`src/rtl/ysyx_040750_intrctrl_if.sv`:
```
// Trap-entry bus between the pipeline (master) and the timer-interrupt controller (slave).
// The master drives the retirement, CSR and IF-handshake inputs and observes the trap outputs.
interface ysyx_040750_intrctrl_if;
  logic        I_timer_intr;
  logic        I_WB_valid;
  logic        I_WB_exc;
  logic [63:0] I_WB_npc;
  logic [63:0] I_mtvec;
  logic        I_redirect_ready;
  logic        O_busy;
  logic        O_flush;
  logic        O_trap_wen;
  logic [63:0] O_mepc;
  logic [63:0] O_mcause;
  logic        O_redirect_valid;
  logic [63:0] O_redirect_pc;
  logic [31:0] O_intr_cnt;

  modport master (
    output I_timer_intr, I_WB_valid, I_WB_exc, I_WB_npc, I_mtvec, I_redirect_ready,
    input  O_busy, O_flush, O_trap_wen, O_mepc, O_mcause,
           O_redirect_valid, O_redirect_pc, O_intr_cnt
  );

  modport slave (
    input  I_timer_intr, I_WB_valid, I_WB_exc, I_WB_npc, I_mtvec, I_redirect_ready,
    output O_busy, O_flush, O_trap_wen, O_mepc, O_mcause,
           O_redirect_valid, O_redirect_pc, O_intr_cnt
  );
endinterface

```
`src/rtl/ysyx_040750_intrctrl.sv`:
```
// Timer-interrupt trap-entry controller: flush the pipe, write mepc/mcause, then redirect IF to mtvec.
// All outputs are registered and decoded from the next state so they change exactly on the state edge.
module ysyx_040750_intrctrl (
  input  logic                           I_sys_clk,
  input  logic                           I_rst_n,
  ysyx_040750_intrctrl_if.slave          bus
);

  typedef enum logic [1:0] {
    IDLE  = 2'd0,
    FLUSH = 2'd1,
    CSRWR = 2'd2,
    REDIR = 2'd3
  } state_t;

  typedef struct packed {
    logic busy;
    logic flush;
    logic trap_wen;
    logic redirect_valid;
  } strobes_t;

  localparam logic [63:0] MCAUSE_TIMER = 64'h8000_0000_0000_0007;
  localparam logic [63:0] MTVEC_MASK   = ~64'h0000_0000_0000_0003;

  // Per-state strobe decode shared by the output registers.
  function automatic strobes_t decode_strobes(input state_t st);
    strobes_t s;
    s = '{busy: 1'b0, flush: 1'b0, trap_wen: 1'b0, redirect_valid: 1'b0};
    case (st)
      IDLE:    s = '{busy: 1'b0, flush: 1'b0, trap_wen: 1'b0, redirect_valid: 1'b0};
      FLUSH:   s = '{busy: 1'b1, flush: 1'b1, trap_wen: 1'b0, redirect_valid: 1'b0};
      CSRWR:   s = '{busy: 1'b1, flush: 1'b0, trap_wen: 1'b1, redirect_valid: 1'b0};
      REDIR:   s = '{busy: 1'b1, flush: 1'b0, trap_wen: 1'b0, redirect_valid: 1'b1};
      default: s = '{busy: 1'b0, flush: 1'b0, trap_wen: 1'b0, redirect_valid: 1'b0};
    endcase
    return s;
  endfunction

  state_t      state_r;
  state_t      state_nxt_s;
  logic        accept_s;
  strobes_t    strobes_nxt_s;
  logic [63:0] mepc_r;
  logic [63:0] redir_pc_r;
  logic [31:0] intr_cnt_r;
  logic        busy_r;
  logic        flush_r;
  logic        trap_wen_r;
  logic        redirect_valid_r;
  logic [63:0] mcause_r;
  logic [63:0] redirect_pc_r;

  // Next-state logic; request inputs only matter while IDLE, so nothing is queued mid-trap.
  always_comb begin
    state_nxt_s = state_r;
    accept_s    = 1'b0;
    case (state_r)
      IDLE: begin
        if (bus.I_timer_intr && bus.I_WB_valid && !bus.I_WB_exc) begin
          state_nxt_s = FLUSH;
          accept_s    = 1'b1;
        end else begin
          state_nxt_s = IDLE;
        end
      end
      FLUSH:   state_nxt_s = CSRWR;
      CSRWR:   state_nxt_s = REDIR;
      REDIR: begin
        if (bus.I_redirect_ready) begin
          state_nxt_s = IDLE;
        end else begin
          state_nxt_s = REDIR;
        end
      end
      default: state_nxt_s = IDLE;
    endcase
  end

  // Strobes for the state being entered, so registered outputs align with the state register.
  always_comb begin
    strobes_nxt_s = decode_strobes(state_nxt_s);
  end

  // State register.
  always_ff @(posedge I_sys_clk or negedge I_rst_n) begin
    if (!I_rst_n) begin
      state_r <= IDLE;
    end else begin
      state_r <= state_nxt_s;
    end
  end

  // Trap context captured at the accept edge: return PC, aligned vector base and taken count.
  always_ff @(posedge I_sys_clk or negedge I_rst_n) begin
    if (!I_rst_n) begin
      mepc_r     <= 64'h0;
      redir_pc_r <= 64'h0;
      intr_cnt_r <= 32'h0;
    end else if (accept_s) begin
      mepc_r     <= bus.I_WB_npc;
      redir_pc_r <= bus.I_mtvec & MTVEC_MASK;
      intr_cnt_r <= intr_cnt_r + 32'd1;
    end else begin
      mepc_r     <= mepc_r;
      redir_pc_r <= redir_pc_r;
      intr_cnt_r <= intr_cnt_r;
    end
  end

  // Output registers; cause and redirect PC are zeroed outside their owning state.
  always_ff @(posedge I_sys_clk or negedge I_rst_n) begin
    if (!I_rst_n) begin
      busy_r           <= 1'b0;
      flush_r          <= 1'b0;
      trap_wen_r       <= 1'b0;
      redirect_valid_r <= 1'b0;
      mcause_r         <= 64'h0;
      redirect_pc_r    <= 64'h0;
    end else begin
      busy_r           <= strobes_nxt_s.busy;
      flush_r          <= strobes_nxt_s.flush;
      trap_wen_r       <= strobes_nxt_s.trap_wen;
      redirect_valid_r <= strobes_nxt_s.redirect_valid;
      mcause_r         <= strobes_nxt_s.trap_wen ? MCAUSE_TIMER : 64'h0;
      redirect_pc_r    <= strobes_nxt_s.redirect_valid ? redir_pc_r : 64'h0;
    end
  end

  assign bus.O_busy           = busy_r;
  assign bus.O_flush          = flush_r;
  assign bus.O_trap_wen       = trap_wen_r;
  assign bus.O_mepc           = mepc_r;
  assign bus.O_mcause         = mcause_r;
  assign bus.O_redirect_valid = redirect_valid_r;
  assign bus.O_redirect_pc    = redirect_pc_r;
  assign bus.O_intr_cnt       = intr_cnt_r;

endmodule

```
`src/flat_wrapper.sv`:
```
// flat-port wrapper written by rule: the top's interface ports become plain ports
module ysyx_040750_intrctrl_flat 
  (I_sys_clk, I_rst_n, bus_I_timer_intr, bus_I_WB_valid, bus_I_WB_exc, bus_I_WB_npc, bus_I_mtvec, bus_I_redirect_ready, bus_O_busy, bus_O_flush, bus_O_trap_wen, bus_O_mepc, bus_O_mcause, bus_O_redirect_valid, bus_O_redirect_pc, bus_O_intr_cnt);
  ysyx_040750_intrctrl_if bus_i ();
  input  logic I_sys_clk;
  input  logic I_rst_n;
  input wire logic [$bits(bus_i.I_timer_intr)-1:0] bus_I_timer_intr;
  input wire logic [$bits(bus_i.I_WB_valid)-1:0] bus_I_WB_valid;
  input wire logic [$bits(bus_i.I_WB_exc)-1:0] bus_I_WB_exc;
  input wire logic [$bits(bus_i.I_WB_npc)-1:0] bus_I_WB_npc;
  input wire logic [$bits(bus_i.I_mtvec)-1:0] bus_I_mtvec;
  input wire logic [$bits(bus_i.I_redirect_ready)-1:0] bus_I_redirect_ready;
  output wire logic [$bits(bus_i.O_busy)-1:0] bus_O_busy;
  output wire logic [$bits(bus_i.O_flush)-1:0] bus_O_flush;
  output wire logic [$bits(bus_i.O_trap_wen)-1:0] bus_O_trap_wen;
  output wire logic [$bits(bus_i.O_mepc)-1:0] bus_O_mepc;
  output wire logic [$bits(bus_i.O_mcause)-1:0] bus_O_mcause;
  output wire logic [$bits(bus_i.O_redirect_valid)-1:0] bus_O_redirect_valid;
  output wire logic [$bits(bus_i.O_redirect_pc)-1:0] bus_O_redirect_pc;
  output wire logic [$bits(bus_i.O_intr_cnt)-1:0] bus_O_intr_cnt;
  assign bus_i.I_timer_intr = bus_I_timer_intr;
  assign bus_i.I_WB_valid = bus_I_WB_valid;
  assign bus_i.I_WB_exc = bus_I_WB_exc;
  assign bus_i.I_WB_npc = bus_I_WB_npc;
  assign bus_i.I_mtvec = bus_I_mtvec;
  assign bus_i.I_redirect_ready = bus_I_redirect_ready;
  assign bus_O_busy = bus_i.O_busy;
  assign bus_O_flush = bus_i.O_flush;
  assign bus_O_trap_wen = bus_i.O_trap_wen;
  assign bus_O_mepc = bus_i.O_mepc;
  assign bus_O_mcause = bus_i.O_mcause;
  assign bus_O_redirect_valid = bus_i.O_redirect_valid;
  assign bus_O_redirect_pc = bus_i.O_redirect_pc;
  assign bus_O_intr_cnt = bus_i.O_intr_cnt;
  ysyx_040750_intrctrl u_core (.I_sys_clk(I_sys_clk), .I_rst_n(I_rst_n), .bus(bus_i));
endmodule
```
`config.mk`:
```
export PLATFORM = sky130hd
export DESIGN_NAME = ysyx_040750_intrctrl_flat
export DESIGN_NICKNAME = d
export VERILOG_FILES = /design/src/rtl/ysyx_040750_intrctrl_if.sv /design/src/rtl/ysyx_040750_intrctrl.sv /design/src/flat_wrapper.sv
export SDC_FILE = /design/constraint.sdc
export NUM_CORES = 1
export LEC_CHECK = 0
export ABC_AREA = 0
export CAP_MARGIN = 5
export CORE_AREA = 5 5 155 157
export DETAILED_ROUTE_END_ITERATION = 12
export DIE_AREA = 0 0 160 162
export HOLD_SLACK_MARGIN = 0.08
export PLACE_DENSITY_LB_ADDON = 0.08
export SLEW_MARGIN = 20
export SYNTH_ARGS = -nofsm -noshare
export SYNTH_HDL_FRONTEND = slang
export SYNTH_SLANG_ARGS = --single-unit
export TNS_END_PERCENT = 5
```
`constraint.sdc`:
```
create_clock -name I_sys_clk -period 1.9 [get_ports I_sys_clk]
set_input_delay 0.475 -clock I_sys_clk [delete_from_list [all_inputs] [get_ports I_sys_clk]]
set_output_delay 0.475 -clock I_sys_clk [all_outputs]
set_load 0.005 [all_outputs]
```
[Word-level counts from Yosys, hierarchy flattened]
Index checks and enable logic that the tools add are counted.
Storage, ports and cells
  flip-flop bits (word level): 292
  output and inout port bits: 228
  word-level logic and storage cells: 30
Operators by class
  $add $sub $neg: 1
  equality and inequality tests: 6
  muxes and demuxes: 8
  reduce and logical (&&, ||, !) cells: 5
Operators with widths (number)
  $mux 64: 2
  $add 32x1->32 const B: 1
  $pmux 4 s4: 1
  $eq 2x2->1 const B: 4
  $pmux 2 s4: 1
  $eq 2x1->1 const B: 2
  $logic_not 2->1: 2
  $mux 1: 3
  $logic_and 1x1->1: 2
  $mux 2: 1
  $logic_not 1->1: 1

[Longest topological paths before layout]
  depth in word-level cells: 7
  depth in mapped cells: 6
  depth with buffers taken out: 5

[Worst setup path after synthesis]
No wires, ideal clock.
  kind: in2reg
  start point: input port bus_I_WB_exc
  end point: register u_core.mepc_r[0], in the netlist u_core.bus.O_mepc[0]
  arrival: 1622 ps
  data required time: 1775 ps
  slack: 153 ps
  stages: 5
  buffers on the path: 2
  cell sequence: nand4bb_4 -> nor2_2 -> buf_2 -> buf_4 -> mux2_2
Between the ends
  word-level cells in the longest chain between the ends: 4
Ends and longest elaborated chain
  start, declared: line flat_wrapper.sv:9  | input wire logic [$bits(bus_i.I_WB_exc)-1:0] bus_I_WB_exc;
  $logic_not 1->1: line ysyx_040750_intrctrl.sv:60  | if (bus.I_timer_intr && bus.I_WB_valid && !bus.I_WB_exc) begin
  $logic_and 1x1->1: line ysyx_040750_intrctrl.sv:60
  $mux 1: line ysyx_040750_intrctrl.sv:60
  $mux 1: line ysyx_040750_intrctrl.sv:58  | case (state_r)
  end signal, assigned: line ysyx_040750_intrctrl.sv:101  | mepc_r <= bus.I_WB_npc;
  end signal, assigned: line ysyx_040750_intrctrl.sv:105  | mepc_r <= mepc_r;
  end, declared: line ysyx_040750_intrctrl.sv:44  | logic [63:0] mepc_r;
No other way between the ends.
A chain may end at the register's enable or synchronous reset.

[Worst setup path after layout]
  start point: register u_core.mepc_r[56], in the netlist u_core.bus.O_mepc[56]
  end point: output port bus_O_mepc[56]
RTL lines
  end, declared: line flat_wrapper.sv:16  | output wire logic [$bits(bus_i.O_mepc)-1:0] bus_O_mepc;
No word-level cell between the ends.

==> results by group <==
Critical path
  – Reg-to-Reg Start: u_core.state_r[1]
  – Required time worst endpoint: 1.42 ns
  – Crit path capture type: output port
  – Reg2reg end: u_core.redir_pc_r[38]
  – Worst-path cell chain: clkdlybuf4s50_1
  – Setup crit start kind: flip-flop
  – Critical Path Max Stage Delay: 0.52 ns
  – Crit-path max FO: 2
  – CP max stage cell: clkdlybuf4s50_1
  – R2R cell count: 5
  – CP Data Arrival Time: 1.38 ns
  – Number of buffers and inverters on the critical path: 1
  – R2R Setup Slk: 0.21 ns
  – Crit Path Category: reg2out
  – CP delay by family, top: buffers and inverters

Floorplanning
  – # IOs: 362
  – Die Ht: roughly 160 um
  – Initial Util: 0.3942
  – Placeable Area: 22,370 um2
  – Num rows: 55
  – Die Width: 160 um
  – Full die area: 25,920 um2

Pwr
  – Max VDD drop: about 770 uV
  – Leakage power: 6.361 nW
  – Power density cells: ~1400 nW/um2
  – Total power: 18.67 mW

Clock tree
  – Bufs on Longest Clock Path: 3
  – H-tree depth: 1
  – Number of buffers created by CTS: 25
  – Clock Pin Slew Worst Setup and Hold Paths: 0.06 ns
  – Clk sinks: roughly 230
  – Clock Latency Late Sink: 0.51 ns
  – TritonCTS clock tree: done
  – Clock root buffer: clkbuf_16

Global routing
  – Grt total ovfl: 0
  – Largest net degree at the start of global routing: 65
  – Antenna violations before repair: 2
  – Vias in the first global route: 6,002
  – Total GRT Usage: 0.1641
  – First-pass GRT wire length: around 34 mm

Cells and area
  – Layout area overhead: 48.81%
  – Most frequent cells in the layout: 219 x dfrtp_1, 216 x clkdlybuf4s50_1, 127 x mux2_2, 63 x and2_1, 62 x conb_1
  – Final core utilization: 0.5867
  – Fin cells: roughly 1,200
  – Most common cell after layout, fill and taps aside: dfrtp_1
  – Final #Nets: 1,060
  – Fraction of final layout cells with drive strength greater than 1: 0.2235

Timing
  – Final min period: between 1.5 and 2 ns
  – Transition time at the pin with the least slew margin: 0.4930 ns
  – Final hold violation count: 0
  – Final Max Tran Viols: 0
  – Period utilization: 0.9750
  – Setup WS post-layout: 0.04758 ns
  – Final setup viols: 0
  – Clock skew: between 0.007 and 0.008 ns
  – Top achievable clock speed: 0.5398 GHz
  – RSZ-0062 raised after global routing: false
  – Hold_ws: 0.4057 ns
  – Slew HR: 0.6686

Detailed routing
  – Per-cell routed wire length: 17.70 um
  – # DRC: 0
  – Post-Route WL: 21.78 mm
  – TritonRoute pass-1 iters: 4
  – Antenna viol nets, final: 0
  – Number of vias per cell: around 4.5
  – Vias: 5,587
  – First-iteration detailed-routing DRC count: between 150 and 200

Placement
  – Buffers on Ports: between 200 and 300
  – Post-DP HPWL: 16.45 mm
  – Dpl ws: -0.3504 ns
  – DP Cell Count: 1,181
  – Final RePlAce weighted congestion: around 0.76

Logic synthesis
  – Post-synth cell types: 28
  – Mapped Area: 8817 um2
  – Syn Area/Cell: 14.62 um2
  – Synth Register Bits: 226
  – Synth warn: 0
  – Post-synthesis cell count: ~600
  – Sequential area share after synthesis: 0.6414

Status
  – Outcome: finished clean

Hold path
  – Hold WC Path Type: in2async

Job
  – Max_cap viols: 0
==> worst max-delay path by stage <==
stage,slack (ns),end,startpoint,cells after the start
2_1_floorplan,0.15,u_core.bus.O_mepc[0],bus_I_WB_exc,5
3_5_place_dp,-0.35,u_core.redir_pc_r[40],bus_I_WB_exc,6
6_report,0.05,bus_O_mepc[56],u_core.bus.O_mepc[56],1
3_3_place_gp,-0.33,u_core.redir_pc_r[23],bus_I_WB_exc,6
5_1_grt,0.000009,bus_O_mepc[7],u_core.bus.O_mepc[7],1
4_1_cts,-0.07,bus_O_mcause[0],u_core.bus.O_mcause[2],1
==> cell families (layout without fill, tap and decap cells) <==
| group | after synthesis | count (layout) | synth area share |
|---|---|---|---|
| AO/OA/AOI/OAI | 1 | 1 | 0.0008517 |
| XOR/XNOR | 31 | 31 | 0.03079 |
| adder cells (fa/ha/maj) | 1 | 1 | 0.001419 |
| buffers and inverters | 90 | 370 | 0.07209 |
| flip-flops | 226 | 226 | 0.6414 |
| multiplexers | 127 | 127 | 0.1622 |
| other | 1 | 63 | 0.0004253 |
| AND/OR/NAND/NOR | 126 | 126 | 0.09082 |
==> cell usage after synthesis <==
cell | count | area, um2
buf_6 | 2 | 22.52
nor2_2 | 1 | 6.260
nor3_1 | 3 | 15.01
ha_1 | 1 | 12.51
buf_4 | 73 | 548.0
a21boi_0 | 1 | 7.510
nand4bb_4 | 1 | 27.53
nor4_2 | 1 | 12.51
and2_1 | 63 | 394.1
dfrtp_1 | 226 | 5655
nor2b_1 | 1 | 6.260
buf_2 | 7 | 35.03
nor4_4 | 1 | 21.27
nor2_1 | 2 | 7.510
mux2_2 | 127 | 1430
xor2_1 | 6 | 52.55
and4_1 | 5 | 43.79
nand3_1 | 11 | 55.05
nand4_1 | 18 | 112.6
or2_2 | 2 | 12.51
clkbuf_1 | 7 | 26.28
inv_1 | 1 | 3.750
and3_1 | 6 | 37.54
nor4_1 | 2 | 12.51
xnor2_1 | 25 | 219.0
nand2_1 | 8 | 30.03
conb_1 | 1 | 3.750
or2_1 | 1 | 6.260
==> report_power, final <==
part / total [mW] / internal (mW) / switching [mW]
registers: 7.59 / 6.77 / 0.825
clock network: 5.44 / 3.54 / 1.90
logic: 5.64 / 3.73 / 1.91
total: 18.7 / 14.0 / 4.64
==> state kept, by name (all words and copies together), names as in the netlist <==
name                         count
u_core.bus.O_redirect_pc        62
u_core.redir_pc_r               62
u_core.bus.O_redirect_valid      1
u_core.bus.O_busy                1
u_core.bus.O_flush               1
u_core.bus.O_mepc               64
u_core.state_r                   2
u_core.bus.O_mcause              1
u_core.bus.O_intr_cnt           32
==> per-stage QoR <==
step / setup TNS [ns] / instance area (um2)
floorplan: 0 / 9046
CTS: -0.06595 / 13030
global placement: -45.56 / 12110
finish: 0 / 13120
detailed placement: -46.54 / 12110
global route: 0 / 13120
==> layer usage <==
| layer | vias to the layer above | share of wire | global-route usage |
|---|---|---|---|
| met5 | - | 0.00032 | 0 |
| met4 | 2 | 0.030 | 0.05632 |
| met3 | 43 | 0.11 | 0.07739 |
| met2 | 238 | 0.50 | 0.2809 |
| met1 | 2746 | 0.35 | 0.1802 |
| li1 | 2558 | - | - |
==> area by class of cell <==
| type | count | area (um2) |
|---|---|---|
| Timing Repair Buffer | 323 | 3366 |
| Multi-Input combinational cell | 348 | 2771 |
| Fill cell | 1788 | 9244 |
| Antenna cell | 1 | 2.502 |
| Clock inverter | 11 | 214.0 |
| Inverter | 1 | 3.754 |
| Sequential cell | 226 | 5664 |
| Tap cell | 285 | 356.6 |
| Clock buffer | 35 | 743.2 |
==> worst reg2reg max path: cells and delay by family, from the launching register on <==
kind / cells / cell delay, ns
buf+inv: 2 / 0.38
flops: 1 / 0.41
mux: 1 / 0.37
simple gates: 2 / 0.43
==> what timing repair did <==
action	CTS	global route
endpoints found under the setup margin	47	34
hold endpoints to repair	24	0
buffers inserted	0	1
hold buffers	1	0
cloned	0	0
resized for setup	53	34
No activity file was read; power rests on OpenSTA's default activity.
